==> src/rtl/tile_board_renderer.sv <==
// tile_board_renderer: pixel-clock pipeline that turns a tile board held in game RAM
// into VGA colour. Cell indexing is done with running counters, a runtime-writable
// palette maps cell codes to colours, and marked rows can flash white.
module tile_board_renderer #(
  parameter int          COLS         = 10,
  parameter int          ROWS         = 20,
  parameter int          CELL_PX      = 20,
  parameter int          ORIGIN_X     = 220,
  parameter int          ORIGIN_Y     = 40,
  parameter int          CODE_W       = 3,
  parameter int          MEM_LAT      = 1,
  parameter logic [11:0] GRID_COLOR   = 12'hFFF,
  parameter int          FLASH_FRAMES = 8
) (
  input  logic                         clock,
  input  logic                         reset,
  input  logic [9:0]                   x,
  input  logic [8:0]                   y,
  input  logic                         active,
  input  logic                         hsync_in,
  input  logic                         vsync_in,
  input  logic                         frame_start,
  output logic [$clog2(COLS*ROWS)-1:0] cell_addr,
  output logic                         cell_rd,
  input  logic [CODE_W-1:0]            cell_data,
  input  logic                         pal_we,
  input  logic [CODE_W-1:0]            pal_idx,
  input  logic [11:0]                  pal_data,
  input  logic [ROWS-1:0]              row_flash,
  output logic [11:0]                  rgb,
  output logic                         hsync_out,
  output logic                         vsync_out
);
  localparam int AW    = $clog2(COLS * ROWS);
  localparam int CW    = (COLS > 1) ? $clog2(COLS) : 1;
  localparam int RW    = (ROWS > 1) ? $clog2(ROWS) : 1;
  localparam int OW    = $clog2(CELL_PX);
  localparam int FW    = (FLASH_FRAMES > 1) ? $clog2(FLASH_FRAMES) : 1;
  localparam int PAL_N = 2 ** CODE_W;

  localparam logic [9:0]    X_LO       = 10'(ORIGIN_X);
  localparam logic [9:0]    X_HI       = 10'(ORIGIN_X + COLS * CELL_PX);
  localparam logic [8:0]    Y_LO       = 9'(ORIGIN_Y);
  localparam logic [8:0]    Y_HI       = 9'(ORIGIN_Y + ROWS * CELL_PX);
  localparam logic [OW-1:0] OFF_LAST   = OW'(CELL_PX - 1);
  localparam logic [AW-1:0] ROW_STEP   = AW'(COLS);
  localparam logic [FW-1:0] FRAME_LAST = FW'(FLASH_FRAMES - 1);

  function automatic logic [11:0] pal_default(input int idx);
    case (idx)
      1:       return 12'h0FF;
      2:       return 12'hFF0;
      3:       return 12'h4F0;
      4:       return 12'hF00;
      5:       return 12'hA0F;
      6:       return 12'hE80;
      7:       return 12'h02F;
      default: return 12'h000;
    endcase
  endfunction

  function automatic logic [11:0] pick_colour(input logic vld, input logic grid,
                                              input logic flash, input logic [11:0] pal_rgb);
    if (!vld)       return 12'h000;
    else if (grid)  return GRID_COLOR;
    else if (flash) return 12'hFFF;
    return pal_rgb;
  endfunction

  logic                x_start, x_in, y_top, y_in;
  logic [OW-1:0]       xoff_q, yoff_q, xoff_c, yoff_c;
  logic [CW-1:0]       col_q, col_c;
  logic [RW-1:0]       row_q, row_c;
  logic [AW-1:0]       base_q, base_c;
  logic                synced_q, synced_c;
  logic                in_board_c, grid_c, flash_c;
  logic                phase_q;
  logic [FW-1:0]       frame_q;
  logic [11:0]         palette [PAL_N];

  logic                vld_p0, grid_p0, flash_p0, hs_p0, vs_p0;
  logic                vld_p   [1:MEM_LAT];
  logic                grid_p  [1:MEM_LAT];
  logic                flash_p [1:MEM_LAT];
  logic                hs_p    [1:MEM_LAT];
  logic                vs_p    [1:MEM_LAT];

  // Counter values for the pixel currently on x/y; a new line restarts the
  // column count, the board top restarts the row count and arms synced.
  always_comb begin
    x_start = (x == X_LO);
    x_in    = (x >= X_LO) && (x < X_HI);
    y_top   = (y == Y_LO);
    y_in    = (y >= Y_LO) && (y < Y_HI);

    if (x_start) begin
      xoff_c = '0;
      col_c  = '0;
    end else if (xoff_q == OFF_LAST) begin
      xoff_c = '0;
      col_c  = col_q + CW'(1);
    end else begin
      xoff_c = xoff_q + OW'(1);
      col_c  = col_q;
    end

    yoff_c = yoff_q;
    row_c  = row_q;
    base_c = base_q;
    if (x_start && y_top) begin
      yoff_c = '0;
      row_c  = '0;
      base_c = '0;
    end else if (x_start && y_in) begin
      if (yoff_q == OFF_LAST) begin
        yoff_c = '0;
        row_c  = row_q + RW'(1);
        base_c = base_q + ROW_STEP;
      end else begin
        yoff_c = yoff_q + OW'(1);
      end
    end

    synced_c   = synced_q | (x_start & y_top);
    in_board_c = synced_c & active & x_in & y_in;
    grid_c     = (xoff_c == '0) | (xoff_c == OFF_LAST) | (yoff_c == '0) | (yoff_c == OFF_LAST);
    flash_c    = phase_q & row_flash[row_c];
  end

  // S0: counters, board read address and per-pixel flags
  always_ff @(posedge clock or negedge reset) begin
    if (!reset) begin
      xoff_q    <= '0;
      col_q     <= '0;
      yoff_q    <= '0;
      row_q     <= '0;
      base_q    <= '0;
      synced_q  <= 1'b0;
      cell_addr <= '0;
      vld_p0    <= 1'b0;
      grid_p0   <= 1'b0;
      flash_p0  <= 1'b0;
      hs_p0     <= 1'b1;
      vs_p0     <= 1'b1;
    end else begin
      if (x_in) begin
        xoff_q <= xoff_c;
        col_q  <= col_c;
      end
      if (x_start && y_in) begin
        yoff_q <= yoff_c;
        row_q  <= row_c;
        base_q <= base_c;
      end
      synced_q <= synced_c;
      if (in_board_c) cell_addr <= base_c + AW'(col_c);
      vld_p0   <= in_board_c;
      grid_p0  <= grid_c;
      flash_p0 <= flash_c;
      hs_p0    <= hsync_in;
      vs_p0    <= vsync_in;
    end
  end

  assign cell_rd = vld_p0;

  // S1..S(MEM_LAT): flags ride alongside the board memory read
  always_ff @(posedge clock or negedge reset) begin
    if (!reset) begin
      for (int i = 1; i <= MEM_LAT; i++) begin
        vld_p[i]   <= 1'b0;
        grid_p[i]  <= 1'b0;
        flash_p[i] <= 1'b0;
        hs_p[i]    <= 1'b1;
        vs_p[i]    <= 1'b1;
      end
    end else begin
      vld_p[1]   <= vld_p0;
      grid_p[1]  <= grid_p0;
      flash_p[1] <= flash_p0;
      hs_p[1]    <= hs_p0;
      vs_p[1]    <= vs_p0;
      for (int i = 2; i <= MEM_LAT; i++) begin
        vld_p[i]   <= vld_p[i-1];
        grid_p[i]  <= grid_p[i-1];
        flash_p[i] <= flash_p[i-1];
        hs_p[i]    <= hs_p[i-1];
        vs_p[i]    <= vs_p[i-1];
      end
    end
  end

  // Output stage: palette lookup with grid/flash priority, syncs re-aligned
  always_ff @(posedge clock or negedge reset) begin
    if (!reset) begin
      rgb       <= 12'h000;
      hsync_out <= 1'b1;
      vsync_out <= 1'b1;
    end else begin
      rgb       <= pick_colour(vld_p[MEM_LAT], grid_p[MEM_LAT], flash_p[MEM_LAT], palette[cell_data]);
      hsync_out <= hs_p[MEM_LAT];
      vsync_out <= vs_p[MEM_LAT];
    end
  end

  // Palette storage: a same-cycle lookup still sees the old entry
  always_ff @(posedge clock or negedge reset) begin
    if (!reset) begin
      for (int i = 0; i < PAL_N; i++) palette[i] <= pal_default(i);
    end else if (pal_we) begin
      palette[pal_idx] <= pal_data;
    end
  end

  // Flash phase toggles every FLASH_FRAMES frame_start pulses
  always_ff @(posedge clock or negedge reset) begin
    if (!reset) begin
      frame_q <= '0;
      phase_q <= 1'b0;
    end else if (frame_start) begin
      if (frame_q == FRAME_LAST) begin
        frame_q <= '0;
        phase_q <= ~phase_q;
      end else begin
        frame_q <= frame_q + FW'(1);
      end
    end
  end

endmodule
==> config.mk <==
export PLATFORM = sky130hd
export DESIGN_NAME = tile_board_renderer
export DESIGN_NICKNAME = d
export VERILOG_FILES = /design/src/rtl/tile_board_renderer.sv
export SDC_FILE = /design/constraint.sdc
export NUM_CORES = 1
export LEC_CHECK = 0
export CORE_UTILIZATION = 44
export DETAILED_ROUTE_END_ITERATION = 8
export PLACE_DENSITY = 0.61
export SYNTH_ARGS = -nofsm -noshare
export SYNTH_HDL_FRONTEND = slang
export SYNTH_SLANG_ARGS = --single-unit
==> constraint.sdc <==
create_clock -name clock -period 6.5 [get_ports clock]
set_input_delay 1.3 -clock clock [delete_from_list [all_inputs] [get_ports clock]]
set_output_delay 1.3 -clock clock [all_outputs]
set_load 0.02 [all_outputs]
==> results of run 1 <==
==> worst min-delay path by stage <==
stage                                   from                   to  slack, ns
after detailed placement   grid_p0$_DFF_PN0_     grid_p$_DFF_PN0_       0.35
after CTS                     vs_p$_DFF_PN1_  vsync_out$_DFF_PN1_       0.36
after floorplan           flash_p0$_DFF_PN0_    flash_p$_DFF_PN0_       0.33
after global routing         vs_p0$_DFF_PN1_       vs_p$_DFF_PN1_       0.36
final                     flash_p0$_DFF_PN0_    flash_p$_DFF_PN0_       0.35
after global placement     grid_p0$_DFF_PN0_     grid_p$_DFF_PN0_       0.34
==> sequential cells by signal (all words and copies together) (netlist names), 3 cells and up <==
register	flops
base_q	8
cell_addr	8
col_q	4
frame_q	3
palette	96
rgb	12
row_q	5
xoff_q	5
yoff_q	5
==> Yosys cell counts (2+ instances only) <==
master    instances  share of area, %
a21boi_0         14               1.4
a21o_1            2              0.20
a21oi_1          18               1.2
a31oi_1           2              0.16
and2_1            4              0.33
and3_1            5              0.41
and4bb_1          2              0.33
buf_1             8              0.39
buf_2             3              0.20
clkbuf_1         15              0.74
dfrtp_1         114                37
dfstp_2          46                16
ha_1             11               1.8
inv_1             8              0.39
mux2_1            3              0.44
mux2_2          105                15
mux2i_1          22               2.9
mux4_2           26               7.7
nand2_1          18              0.88
nand2b_1          4              0.33
nand3_1          11              0.72
nand4_1           4              0.33
nand4b_1          4              0.46
nor2_1           27               1.3
nor2b_1           2              0.16
nor3_1            8              0.52
nor3b_1           6              0.59
nor4_1            3              0.25
o21a_1            2              0.20
o21ai_0          10              0.66
o21ai_1           4              0.26
o221ai_1          2              0.23
o31a_1            2              0.23
o31ai_1           2              0.20
o41ai_1           2              0.23
or2_1             2              0.16
or3_1             4              0.33
xnor2_1           9               1.0
xor2_1            8              0.92
==> through the flow <==
step	power (mW)	util, %
floorplan	1.61	-
global placement	1.74	52.1
detailed placement	1.77	52.1
CTS	2.84	55.9
global route	2.94	55.9
finish	2.80	55.9
==> cell type report <==
type                            count  area [um2]
Clock buffer                       20         478
Fill cell                        1377        7390
Clock inverter                     12         153
Inverter                            9        33.8
Tap cell                          220         275
Timing Repair Buffer               94         917
Multi-Input combinational cell    367        3450
Sequential cell                   160        4060
Antenna cell                        1        2.50
==> kinds of logic after synthesis <==
group,synth area share (%)
mux,26.5
simple gates,8.10
compound gates,6.34
xor+xnor,1.95
buf+inv,1.87
flops,53.2
fa+ha+maj,2.06
==> cell usage in the layout, fill, tap and decap left out, types with 5 or more instances in the layout <==
| cell type | Yosys | final |
|---|---|---|
| nand2_1 | 18 | 18 |
| and3_1 | 5 | 5 |
| nand3_1 | 11 | 11 |
| a21boi_0 | 14 | 14 |
| ha_1 | 11 | 11 |
| inv_1 | 8 | 8 |
| xnor2_1 | 9 | 9 |
| a21oi_1 | 18 | 18 |
| mux4_2 | 26 | 26 |
| xor2_1 | 8 | 8 |
| mux2_2 | 105 | 105 |
| buf_4 | 1 | 8 |
| nor2_1 | 27 | 27 |
| nor3_1 | 8 | 6 |
| clkdlybuf4s50_1 | 0 | 84 |
| clkbuf_16 | 0 | 18 |
| mux2i_1 | 22 | 22 |
| o21ai_0 | 10 | 10 |
| dfrtp_1 | 114 | 114 |
| dfstp_2 | 46 | 46 |
==> routing by layer <==
metal / GRT usage, % / part of all wire (%) / vias to the layer above
met3: 4.19 / 2.9 / 22
met4: 8.02 / 1.7 / 0
met5: 0 / 0 / -
met1: 23.7 / 42 / 2511
li1: - / - / 2263
met2: 36.3 / 53 / 86
==> power breakdown <==
part,leakage [nW],total (mW),internal (mW),switching (mW)
sequential,1.93,1.30,1.21,0.0965
clock,0.312,1.05,0.648,0.404
combinational,1.68,0.446,0.272,0.174
total,3.92,2.80,2.13,0.674
==> impl_metrics.csv, run 1 <==
group,metric,value,unit
power,ir_drop,0.188,mV
cts,tritoncts,"done",
timing,hold_viol_final,0,
grt,grt_pass1_vias,5276,
layout,areaGrowthSynthToFinish,22.7,%
cts,clockRootBuffer,"clkbuf_16",
yosys,synth_area,0.00763,mm2
placement,placed_area,0.00874,mm2
route,wl,16500,um
setup_path,crit_end,"cell_addr[6]$_DFFE_PN0P_",
yosys,yosysWarnings,0,
placement,hpwl,10700,um
floorplanning,die_h,134,um
placement,placedCellCount,850,
setup_path,cp.required,6.77,ns
route,wl_per_cell,18.7,um
grt,grt_pass1_wl,27400,um
yosys,synth-async-reset-ratio,100,%
grt,antenna_found_initial,1,
setup_path,cp.depth,12,
setup_path,rr_worst_depth,15,
layout,fin_cells,883,
floorplanning,die_area,0.0179,mm2
timing,rsz0062_at_grt,"no",
timing,timing.hold.ws,0.355,ns
layout,drive_above_1_share,34.7,%
grt,grt_max_degree,108,
cts,clock_latency,0.43,ns
cts,clk_path_buf_depth,2,
setup_path,cp_slowest_cell,"and3_1",
timing,timing.slew.headroom,28.8,%
cts,clock_sinks,160,
layout,finalNetCount,725,
cts,cts_max_level,4,
timing,fin_crit_sh,68.1,%
cts,numCtsBuffers,17,
setup_path,reg2reg_setup_slack,2.83,ns
yosys,synth_area_per_cell,13.6,um2
setup_path,cp_max_fo,16,
yosys,yosysSeqAreaShare,53.2,%
setup_path,cp-startpoint,"x[5]",
route,drc,0,
floorplanning,initial_core_util,45.6,%
yosys,synth-seq-cells,160,
route,avgViaCountPerCell,5.53,
cts,clkTransAtPathRegs,0.06,ns
placement,post-place-ws,1.63,ns
grt,grt.overflow.total,0,
cts,post_cts_buffers,0,
timing,finalSetupTns,0,ns
yosys,synth-edff-count,0,
timing,fmax,226,MHz
grt,track_usage,20.3,%
route,dr_total_vias,4882,
yosys,synth_ff_type,"dfrtp_1",
floorplanning,core_area,0.0168,mm2
route,detail-route-antenna-nets,0,
cts,post_cts_resized,0,
layout,postLayoutCellArea,0.00937,mm2
setup_path,timing.rr.end,"cell_addr[7]$_DFFE_PN0P_",
floorplanning,io_pins,87,
timing,setup-violations-final,0,
worst_hold_path,hold_depth,0,
timing,slew_violations,0,
route,drt_iter0_markers,197,
power,cellPowerDensity,299,mW/mm2
timing,worst_slack,2.07,ns
placement,routabilityCongestion,0.773,
timing,fin_crit,4.43,ns
setup_path,cp_common_cell,"a21oi_1",
timing,finClkSkew,0.00581,ns
setup_path,worstSetupEndpointType,"flip-flop",
placement,port_buffers,86,
setup_path,critical_path_arrival,4.70,ns
timing,worst_pin_slew,1.06,ns
setup_path,start_kind,"primary input",
yosys,synth.distinct_cells,60,
floorplanning,num_rows,47,
run_status,status,"completed",
setup_path,reg2reg_from,"yoff_q[0]$_DFFE_PN0N_",
cts,cts_hold_buf,0,
run,drv_cap,0,
power,power.leakage,3.92,nW
setup_path,crit_path_cell_trace,"clkdlybuf4s50_1 -> nor3_1 -> and3_1 -> nand2_1 -> and2_1 -> ha_1 -> fa_1 -> a21o_1 -> a21oi_1 -> nor4_1 -> xnor2_1 -> a21oi_1",
setup_path,crit_family,"simple AND/OR/NAND/NOR gates",
route,dr.pass1.iters,5,
floorplanning,die-width,134,um
yosys,synthesis.nets,639,
setup_path,cpPeakStageDelay,0.58,ns
worst_hold_path,worst_hold_path_type,"reg -> reg",
setup_path,cp_num_buf_inv,1,
setup_path,worstSetupPathType,"in -> reg",
yosys,synth_cells,563,
No activity file was read; power rests on OpenSTA's default activity.
==> run 2: changes to the inputs <==
clock period = 4.4 ns   (was 6.5 ns; I/O delays follow)
==> impl_metrics.csv, run 2 (synthesized netlist as in run 1, its figures left out) <==
group,metric,value,unit
setup_path,cpPeakStageDelay,0.56,ns
cts,cts_hold_buf,0,
timing,fin_crit,3.61,ns
timing,fin_crit_sh,82.0,%
floorplanning,die-width,134,um
run,drv_cap,0,
setup_path,cp.required,4.70,ns
cts,numCtsBuffers,17,
power,power.internal,3.09,mW
placement,port_buffers,86,
grt,grt_max_degree,97,
floorplanning,initial_core_util,45.6,%
route,dr.pass1.iters,4,
layout,seq_area,0.00406,mm2
setup_path,cp_slowest_cell,"and3_1",
worst_hold_path,hold_end,"flash_p$_DFF_PN0_",
timing,timing.slew.headroom,34.8,%
power,share_seq_of_total_power,47.4,%
floorplanning,io_pins,87,
timing,finalSetupTns,0,ns
setup_path,crit_path_cell_trace,"clkdlybuf4s50_1 -> nor3_1 -> and3_1 -> nand2_1 -> and2_1 -> ha_1 -> fa_1 -> a21o_1 -> a21oi_1 -> xor2_1 -> mux2_2",
cts,clock_sinks,160,
timing,rsz0062_at_grt,"no",
cts,clockRootBuffer,"clkbuf_16",
layout,fin_cells,894,
route,avgViaCountPerCell,5.46,
cts,clock_latency,0.42,ns
floorplanning,core_area,0.0168,mm2
route,dr_total_vias,4877,
timing,finClkSkew,0.00834,ns
floorplanning,die_area,0.0179,mm2
layout,multi_input_area,0.00345,mm2
cts,cts_max_level,4,
cts,clk_path_buf_depth,2,
route,wl,16400,um
setup_path,reg2reg_from,"yoff_q[0]$_DFFE_PN0N_",
timing,hold_viol_final,0,
placement,post-place-ws,0.346,ns
setup_path,start_kind,"primary input",
layout,final_cell_mix,"dfrtp_1, mux2_2, clkdlybuf4s50_1",
power,cellPowerDensity,431,mW/mm2
grt,grt_pass1_vias,5159,
timing,worst_slack,0.792,ns
layout,top_register,"palette",
grt,grt.overflow.total,0,
timing,slew_violations,0,
grt,track_usage,20.1,%
layout,drive_above_1_share,35.4,%
run_status,status,"completed",
setup_path,reg2reg_setup_slack,1.12,ns
cts,post_cts_resized,0,
layout,areaGrowthSynthToFinish,23.4,%
cts,clkTransAtPathRegs,0.06,ns
setup_path,critical_path_arrival,3.91,ns
placement,hpwl,11000,um
layout,fin_util,56.2,%
route,drt_iter0_markers,243,
power,p_clk_share,36.2,%
power,power.total,4.06,mW
timing,setup-violations-final,0,
power,power.leakage,3.94,nW
layout,final_common_cell,"dfrtp_1",
route,drc,0,
setup_path,rr_worst_depth,15,
grt,antenna_found_initial,2,
placement,placedCellCount,861,
route,detail-route-antenna-nets,0,
layout,nFillCells,1386,
power,switching_share,24.0,%
cts,tritoncts,"done",
worst_hold_path,hp-start,"flash_p0$_DFF_PN0_",
floorplanning,num_rows,47,
setup_path,worstSetupPathType,"in -> reg",
setup_path,worstSetupEndpointType,"flip-flop",
worst_hold_path,hold_depth,0,
power,p_comb_share,16.4,%
route,wl_per_cell,18.3,um
setup_path,cp_max_fo,16,
cts,post_cts_buffers,0,
grt,grt_pass1_wl,27100,um
layout,top_regs,"palette x96, rgb x12",
floorplanning,die_h,134,um
power,ir_drop,0.296,mV
worst_hold_path,worst_hold_path_type,"reg -> reg",
setup_path,timing.rr.end,"cell_addr[7]$_DFFE_PN0P_",
timing,worst_pin_slew,0.974,ns
placement,routabilityCongestion,0.786,
layout,finalNetCount,736,
power,switching_power,0.975,mW
layout,largest_reg_flops,96,
timing,fmax,277,MHz
## run 2: cell count changes in the layout (fill, tap and decap cells not counted), sizes merged
cell and change:
buf +11, clkbuf +4, clkinvlp +1, bufinv -1
clkinv -3, inv -1
## run 2: power by group through the flow
| stage | registers (mW) | clock network [mW] | logic (mW) |
|---|---|---|---|
| final | 1.93 | 1.47 | 0.666 |
| after global routing | 1.96 | 1.58 | 0.736 |
| after CTS | 1.93 | 1.50 | 0.679 |
| after detailed placement | 1.95 | 0 | 0.677 |
| after global placement | 1.93 | 0 | 0.644 |
| after floorplan | 1.90 | 0 | 0.478 |
## run 2: area by class of cell
cell class	count	area share, %
clock buffers	24	5.22
diodes	1	0.0266
flip-flops and latches	160	43.1
clock inverters	8	1.09
inverters	9	0.359
multi-input cells	367	36.6
repair buffers	105	10.6
well taps	220	2.92
## run 2: worst max-delay path by stage
stage | startpoint | endpoint | slack (ns) | depth (start not counted)
floorplan | y[0] | cell_addr[4]$_DFFE_PN0P_ | 0.92 | 10
global placement | x[5] | cell_addr[4]$_DFFE_PN0P_ | 0.42 | 11
detailed placement | x[5] | cell_addr[4]$_DFFE_PN0P_ | 0.35 | 11
CTS | x[5] | cell_addr[4]$_DFFE_PN0P_ | 0.78 | 11
global route | x[5] | cell_addr[7]$_DFFE_PN0P_ | 0.51 | 14
finish | x[5] | cell_addr[4]$_DFFE_PN0P_ | 0.79 | 11
## run 2: worst max-delay path: cells and delay by family
family	cells	cell delay, ns
compound gates	2	0.42
xor+xnor	1	0.09
fa+ha+maj	2	0.62
buf+inv	1	0.44
mux	1	0.27
simple gates	4	1.18
## run 2: stage by stage
stage          hold slack (ns)  cell area (um2)
2_1_floorplan            0.331             7630
4_1_cts                  0.357             9420
3_5_place_dp             0.343             8820
6_report                 0.354             9420
5_1_grt                  0.361             9420
3_3_place_gp             0.334             8820
## run 2: layer usage
metal | vias to the layer above | share of wire [%] | global-route usage (%)
met4 | 0 | 0.75 | 5.05
met5 | - | 0 | 0
met3 | 12 | 3.8 | 5.44
met1 | 2481 | 42 | 23.9
met2 | 99 | 53 | 35.7
li1 | 2285 | - | -
